<file path="src/rtl/bits_packet_sequencer.sv">
// ---------------------------------------------------------------------------
// bits_packet_sequencer
//
// Header/payload sequencer for the BITS packet decoder. Sits between the
// bit-window shifter (upstream) and the literal-number datapath number_top.
// It parses the 3-bit version and 3-bit type ID of each packet. It hands
// literal payloads to number_top and parses operator length fields. It also
// tells the shifter how many bits to drop. Operator nesting is not tracked
// here; a downstream operator-stack block consumes op_valid/op_len.
//
// Optional feature macro: BITS_VERSION_SUM_EN
//   defined   -> version_sum accumulates every parsed version (mod 2^SUM_W)
//   undefined -> no accumulator is built, version_sum is tied to 0
//
// Ports
//   clk, resetB        clock, synchronous active-low reset
//   start              pulse, begin parsing at the current window (ignored
//                      while busy)
//   stream_end         upstream has no bits beyond win_count
//   win_bits/win_count bit window (bit 79 = next bit) and its valid length
//   consume/consume_n  registered pulse: shifter drops consume_n bits
//   lit_enable         one-cycle enable to number_top
//   lit_bits           numberFromBits to number_top (= win_bits)
//   lit_valid_nibbles  validNibbles from number_top (registered there)
//   lit_number         number from number_top (left-justified nibbles)
//   pkt_valid          pulse, header parsed; pkt_version/pkt_type hold it
//   literal_valid      pulse, literal_value holds the decoded literal
//   op_valid           pulse, op_len_type/op_len hold the length field
//   version_sum        running sum of parsed versions
//   busy               state is not IDLE/DONE/ERR
//   done / error       sticky end-of-stream / malformed-stream flags
// ---------------------------------------------------------------------------
module bits_packet_sequencer #(
  parameter int SUM_W = 16
) (
  input  logic             clk,
  input  logic             resetB,
  input  logic             start,
  input  logic             stream_end,
  input  logic [79:0]      win_bits,
  input  logic [6:0]       win_count,
  output logic             consume,
  output logic [6:0]       consume_n,
  output logic             lit_enable,
  output logic [79:0]      lit_bits,
  input  logic [15:0]      lit_valid_nibbles,
  input  logic [63:0]      lit_number,
  output logic             pkt_valid,
  output logic [2:0]       pkt_version,
  output logic [2:0]       pkt_type,
  output logic             literal_valid,
  output logic [63:0]      literal_value,
  output logic             op_valid,
  output logic             op_len_type,
  output logic [14:0]      op_len,
  output logic [SUM_W-1:0] version_sum,
  output logic             busy,
  output logic             done,
  output logic             error
);

  typedef enum logic [2:0] {
    IDLE, HDR, LIT, LIT_WAIT, OP, DONE, ERR
  } seqState_t;

  seqState_t state;

  function automatic logic [4:0] popCount16(input logic [15:0] v);
    logic [4:0] c;
    c = '0;
    for (int i = 0; i < 16; i++) c = c + {4'b0000, v[i]};
    return c;
  endfunction

  // Literal geometry: n nibbles occupy 5n window bits. number_top packs the
  // nibbles from bit 63 down, so the value is right-justified by 4*(16-n).
  logic [4:0] nibCnt;
  logic [6:0] litLen;
  logic [6:0] litShift;
  logic [6:0] opNeed;

  assign nibCnt   = popCount16(lit_valid_nibbles);
  assign litLen   = {nibCnt, 2'b00} + {2'b00, nibCnt};
  assign litShift = {5'd16 - nibCnt, 2'b00};
  // Length-type bit picks a 15-bit bit length or an 11-bit packet count.
  assign opNeed   = win_bits[79] ? 7'd12 : 7'd16;

  assign lit_bits = win_bits;
  assign busy     = (state != IDLE) && (state != DONE) && (state != ERR);

  always_ff @(posedge clk) begin
    if (!resetB) begin
      state         <= IDLE;
      consume       <= 1'b0;
      consume_n     <= '0;
      lit_enable    <= 1'b0;
      pkt_valid     <= 1'b0;
      pkt_version   <= '0;
      pkt_type      <= '0;
      literal_valid <= 1'b0;
      literal_value <= '0;
      op_valid      <= 1'b0;
      op_len_type   <= 1'b0;
      op_len        <= '0;
      done          <= 1'b0;
      error         <= 1'b0;
    end else begin
      consume       <= 1'b0;
      lit_enable    <= 1'b0;
      pkt_valid     <= 1'b0;
      literal_valid <= 1'b0;
      op_valid      <= 1'b0;

      // The shifter updates the window on the edge that samples consume,
      // so every window-reading state idles while consume is high.
      unique case (state)
        IDLE, DONE, ERR: begin
          if (start) begin
            state <= HDR;
            done  <= 1'b0;
            error <= 1'b0;
          end
        end

        HDR: begin
          if (!consume) begin
            if (stream_end && (win_count < 7'd11)) begin
              // Fewer bits than the smallest packet: trailing padding.
              state <= DONE;
              done  <= 1'b1;
            end else if (win_count >= 7'd6) begin
              pkt_version <= win_bits[79:77];
              pkt_type    <= win_bits[76:74];
              pkt_valid   <= 1'b1;
              consume     <= 1'b1;
              consume_n   <= 7'd6;
              state       <= (win_bits[76:74] == 3'd4) ? LIT : OP;
            end
          end
        end

        LIT: begin
          // Either the window is full or it already holds every remaining
          // bit, so number_top sees the whole literal.
          if (!consume && ((win_count == 7'd80) || stream_end)) begin
            lit_enable <= 1'b1;
            state      <= LIT_WAIT;
          end
        end

        LIT_WAIT: begin
          // number_top registers on the lit_enable cycle; its result is
          // usable once lit_enable has dropped.
          if (!lit_enable) begin
            if ((nibCnt == 5'd16) && win_bits[4]) begin
              // 16th group still continues: literal wider than 64 bits.
              state <= ERR;
              error <= 1'b1;
            end else if (litLen > win_count) begin
              state <= ERR;
              error <= 1'b1;
            end else begin
              literal_value <= lit_number >> litShift;
              literal_valid <= 1'b1;
              consume       <= 1'b1;
              consume_n     <= litLen;
              state         <= HDR;
            end
          end
        end

        OP: begin
          if (!consume) begin
            if (win_count >= opNeed) begin
              op_len_type <= win_bits[79];
              op_len      <= win_bits[79] ? {4'b0000, win_bits[78:68]}
                                          : win_bits[78:64];
              op_valid    <= 1'b1;
              consume     <= 1'b1;
              consume_n   <= opNeed;
              state       <= HDR;
            end else if (stream_end) begin
              state <= ERR;
              error <= 1'b1;
            end
          end
        end

        default: state <= IDLE;
      endcase
    end
  end

`ifdef BITS_VERSION_SUM_EN
  // Accumulates from the registered header pulse, so the sum trails
  // pkt_valid by one cycle. Cleared on every accepted start.
  logic [SUM_W-1:0] sumAcc;

  always_ff @(posedge clk) begin
    if (!resetB)             sumAcc <= '0;
    else if (start && !busy) sumAcc <= '0;
    else if (pkt_valid)      sumAcc <= sumAcc + SUM_W'(pkt_version);
  end

  assign version_sum = sumAcc;
`else
  assign version_sum = '0;
`endif

endmodule

</file>
<file path="config.mk">
export PLATFORM = sky130hd
export DESIGN_NAME = bits_packet_sequencer
export DESIGN_NICKNAME = d
export VERILOG_FILES = /design/src/rtl/bits_packet_sequencer.sv
export SDC_FILE = /design/constraint.sdc
export NUM_CORES = 1
export LEC_CHECK = 0
export CAP_MARGIN = 10
export CORE_MARGIN = 8
export CORE_UTILIZATION = 42
export CTS_CLUSTER_DIAMETER = 150
export DETAILED_ROUTE_END_ITERATION = 10
export PLACE_DENSITY = 0.82
export SLEW_MARGIN = 20
export SYNTH_ARGS = -nofsm -noshare
export SYNTH_HDL_FRONTEND = slang
export SYNTH_SLANG_ARGS = --single-unit
</file>
<file path="constraint.sdc">
create_clock -name clk -period 11 [get_ports clk]
set_clock_uncertainty 0.1 [all_clocks]
set_input_delay 2.2 -clock clk [delete_from_list [all_inputs] [get_ports clk]]
set_output_delay 2.2 -clock clk [all_outputs]
set_load 0.03 [all_outputs]
</file>
==> results.py <==
metrics = {
    "finish": {
        "layout.cells.non_filler": 1142,
        "area_growth_pct": 26.4,
        "fin_util_pct": 53.9,
        "layout-drive-gt1-share_pct": 7.79,
        "nets": 1109,
    },
    "synthesis": {
        "synth_area_per_cell_sq_um": 9.57,
        "synthCells": 797,
        "synth_edf_count": 0,
        "ys_async_sr_fraction_pct": 0,
        "ys_types": 63,
        "synth_ff_type": "dfxtp_1",
        "postSynthRegisterBits": 103,
        "ys_seq_area_share_pct": 27.0,
        "yosysWarnings": 0,
        "syn_area_sq_um": 7630,
    },
    "timing": {
        "rsz0062_at_grt": "no",
        "slew_headroom_pct": 33.8,
        "fin_crit_ps": 9260,
        "period_share_pct": 84.1,
        "final-setup-viol-count": 0,
        "fmax_mhz": 108,
        "hold_viol": 0,
        "finalMaxSlewViolations": 0,
        "tns_ps": 0,
        "worst_pin_slew_ps": 993,
        "timing.hold.ws_ps": 355,
    },
    "cts": {
        "clkTransAtPathRegs_ps": 70,
        "cts_root_buffer": "clkbuf_16",
        "cts_sinks": 103,
        "ctsHoldBuffers": 0,
        "cts-resized-gates": 0,
        "clock_latency_ps": 350,
        "postCtsSetupRepairBufs": 0,
        "cts_htree_levels": 3,
        "cts_tree": "built",
        "numCtsBuffers": 9,
        "clockBufferDepth": 2,
    },
    "floorplanning": {
        "pin_count": 368,
        "coreArea_sq_um": 17900,
        "row_count": 49,
        "die-area_sq_um": 22700,
        "start_util_pct": 42.6,
        "die_h_um": 151,
        "fp.dieW_um": 151,
    },
    "global_routing": {
        "grt_max_degree": 80,
        "antenna_found_initial": 0,
        "grt_pass1_vias": 6641,
        "grt_pass1_wl_um": 36200,
        "overflow": 0,
        "track_usage_pct": 20.2,
    },
    "min_path": {
        "hold_path_class": "flop to flop",
    },
    "setup_path": {
        "cpMaxStageDelayCell": "nand2_1",
        "crit_arrival_ps": 9420,
        "crit_type": "primary input to flop",
        "crit_top_cell": "fa_1",
        "path_cells": "clkdlybuf4s50_1 -> fa_1 -> inv_1 -> fa_1 -> fa_1 -> fa_1 -> inv_1 -> ha_4 -> fa_1 -> xnor2_1 -> inv_2 -> ha_1 -> fa_1 -> a21oi_1 -> nor3_1 -> or2_2 -> ha_1 -> a221o_1 -> a31oi_1 -> o21ai_2 -> a21oi_2 -> buf_4 -> nand2_1 -> o2bb2ai_1",
        "crit_family": "adder cells",
        "max_stage_delay_ps": 610,
        "crit_path_end_kind": "flop",
        "worst_setup_path_start_kind": "primary input",
        "cp_max_fo": 33,
        "required_ps": 11170,
        "crit_buf_inv": 5,
    },
    "detailed_routing": {
        "drcViolationCount": 0,
        "routedWlPerCell_um": 21.1,
        "via_count": 6570,
        "finalWirelength_um": 24100,
        "dr.pass1.iters": 5,
        "drtIter0Drc": 393,
        "vias_per_cell": 5.75,
        "antenna_left": 0,
    },
    "placement": {
        "gp_congestion": 0.863,
        "dp.cells": 1125,
        "portBuffers": 225,
        "dp_hpwl_um": 18500,
    },
    "outcome": {
        "status": "finished clean",
    },
    "flow_run": {
        "maxCapViolCount": 0,
    },
}
==> cells by family (layout without fill, tap and decap cells) <==
logic type | Yosys count | count (layout) | share of synthesized area, %
AO/OA/AOI/OAI | 185 | 185 | 18.2
buffers and inverters | 178 | 278 | 14.4
multiplexers | 146 | 146 | 23.7
AND/OR/NAND/NOR | 145 | 145 | 9.21
adder cells (fa/ha/maj) | 31 | 31 | 6.16
other | 1 | 17 | 0.0491
XOR/XNOR | 8 | 8 | 1.21
flip-flops | 103 | 103 | 27.0
==> per-layer routing <==
layer | GRT usage [%] | wire length, um | up-vias
li1 | - | - | 3040
met1 | 23.2 | 9020 | 3194
met2 | 35.4 | 12400 | 289
met3 | 6.01 | 2170 | 47
met4 | 6.09 | 489 | 0
met5 | 0 | 0 | -
==> worst register-to-register path, delay by kind of cell, from the launching register on <==
kind	cells	cell delay (ps)
simple gates	4	1090
buf+inv	1	360
flops	1	640
compound gates	2	450
==> final timing paths <==
path | start | endpoint | slack [ps] | cells past startpoint
max | lit_valid_nibbles[0] | literal_value[61]$_SDFFE_PN0P_ | 1740 | 24
max reg2reg | state[1]$_SDFFE_PN0P_ | literal_value[61]$_SDFFE_PN0P_ | 8270 | 7
min reg2reg | op_len[11]$_SDFFE_PN0P_ | op_len[11]$_SDFFE_PN0P_ | 360 | 2
min | op_len[11]$_SDFFE_PN0P_ | op_len[11]$_SDFFE_PN0P_ | 360 | 2
==> final cells by class <==
cell class	count	area, sq um
Fill cell	1621	8260
Multi-Input combinational cell	531	4580
Timing Repair Buffer	233	2310
Sequential cell	103	2060
Tap cell	229	287
Clock buffer	13	270
Inverter	29	109
Clock inverter	3	23.8
Antenna cell	1	2.50
==> layout by cell type, fill, tap and decap left out, types with 3 or more instances in the layout <==
master,synthesis,final
mux4_2,28,28
clkbuf_8,0,3
a22o_1,40,40
dfxtp_1,103,103
and2_1,7,7
nor3_1,7,7
a21oi_1,38,37
clkdlybuf4s50_1,0,225
mux2i_1,118,118
ha_1,20,18
fa_1,11,11
nand2_1,42,42
o2bb2ai_1,24,24
conb_1,1,16
a211oi_1,37,37
nor2_1,40,40
a21o_1,5,5
inv_1,27,27
buf_4,98,8
xor2_1,3,3
nand2b_1,5,5
nand3_1,9,9
and3_1,6,6
clkbuf_16,0,9
nor2b_1,15,15
o21ai_0,11,11
o21a_1,3,3
==> per-stage QoR <==
stage	instance area (sq um)	setup WS, ps
global route	9640	1300
floorplan	7690	2720
finish	9640	1740
global placement	9350	1610
CTS	9640	1760
detailed placement	9350	1400
==> Yosys cell counts, drive strengths merged, types with 12 or more instances <==
master   count  area [sq um]
buf        130           916
mux2i      118          1180
dfxtp      103          2060
nand2       43           164
nor2        42           173
a211oi      40           323
a22o        40           350
a21oi       39           199
inv         29           109
mux4        28           631
o2bb2ai     24           210
ha          20           250
clkbuf      19          71.3
nor2b       15          93.8
o21ai       12          63.8
==> registers in the layout, indices dropped and copies added, names as in the netlist, 3 cells and up <==
| register | count |
|---|---|
| literal_value | 64 |
| op_len | 15 |
| consume_n | 7 |
| pkt_type | 3 |
| pkt_version | 3 |
| state | 3 |
Power is not shown: default switching activity piles up to over one toggle a cycle in this logic, so the estimate is an artifact.
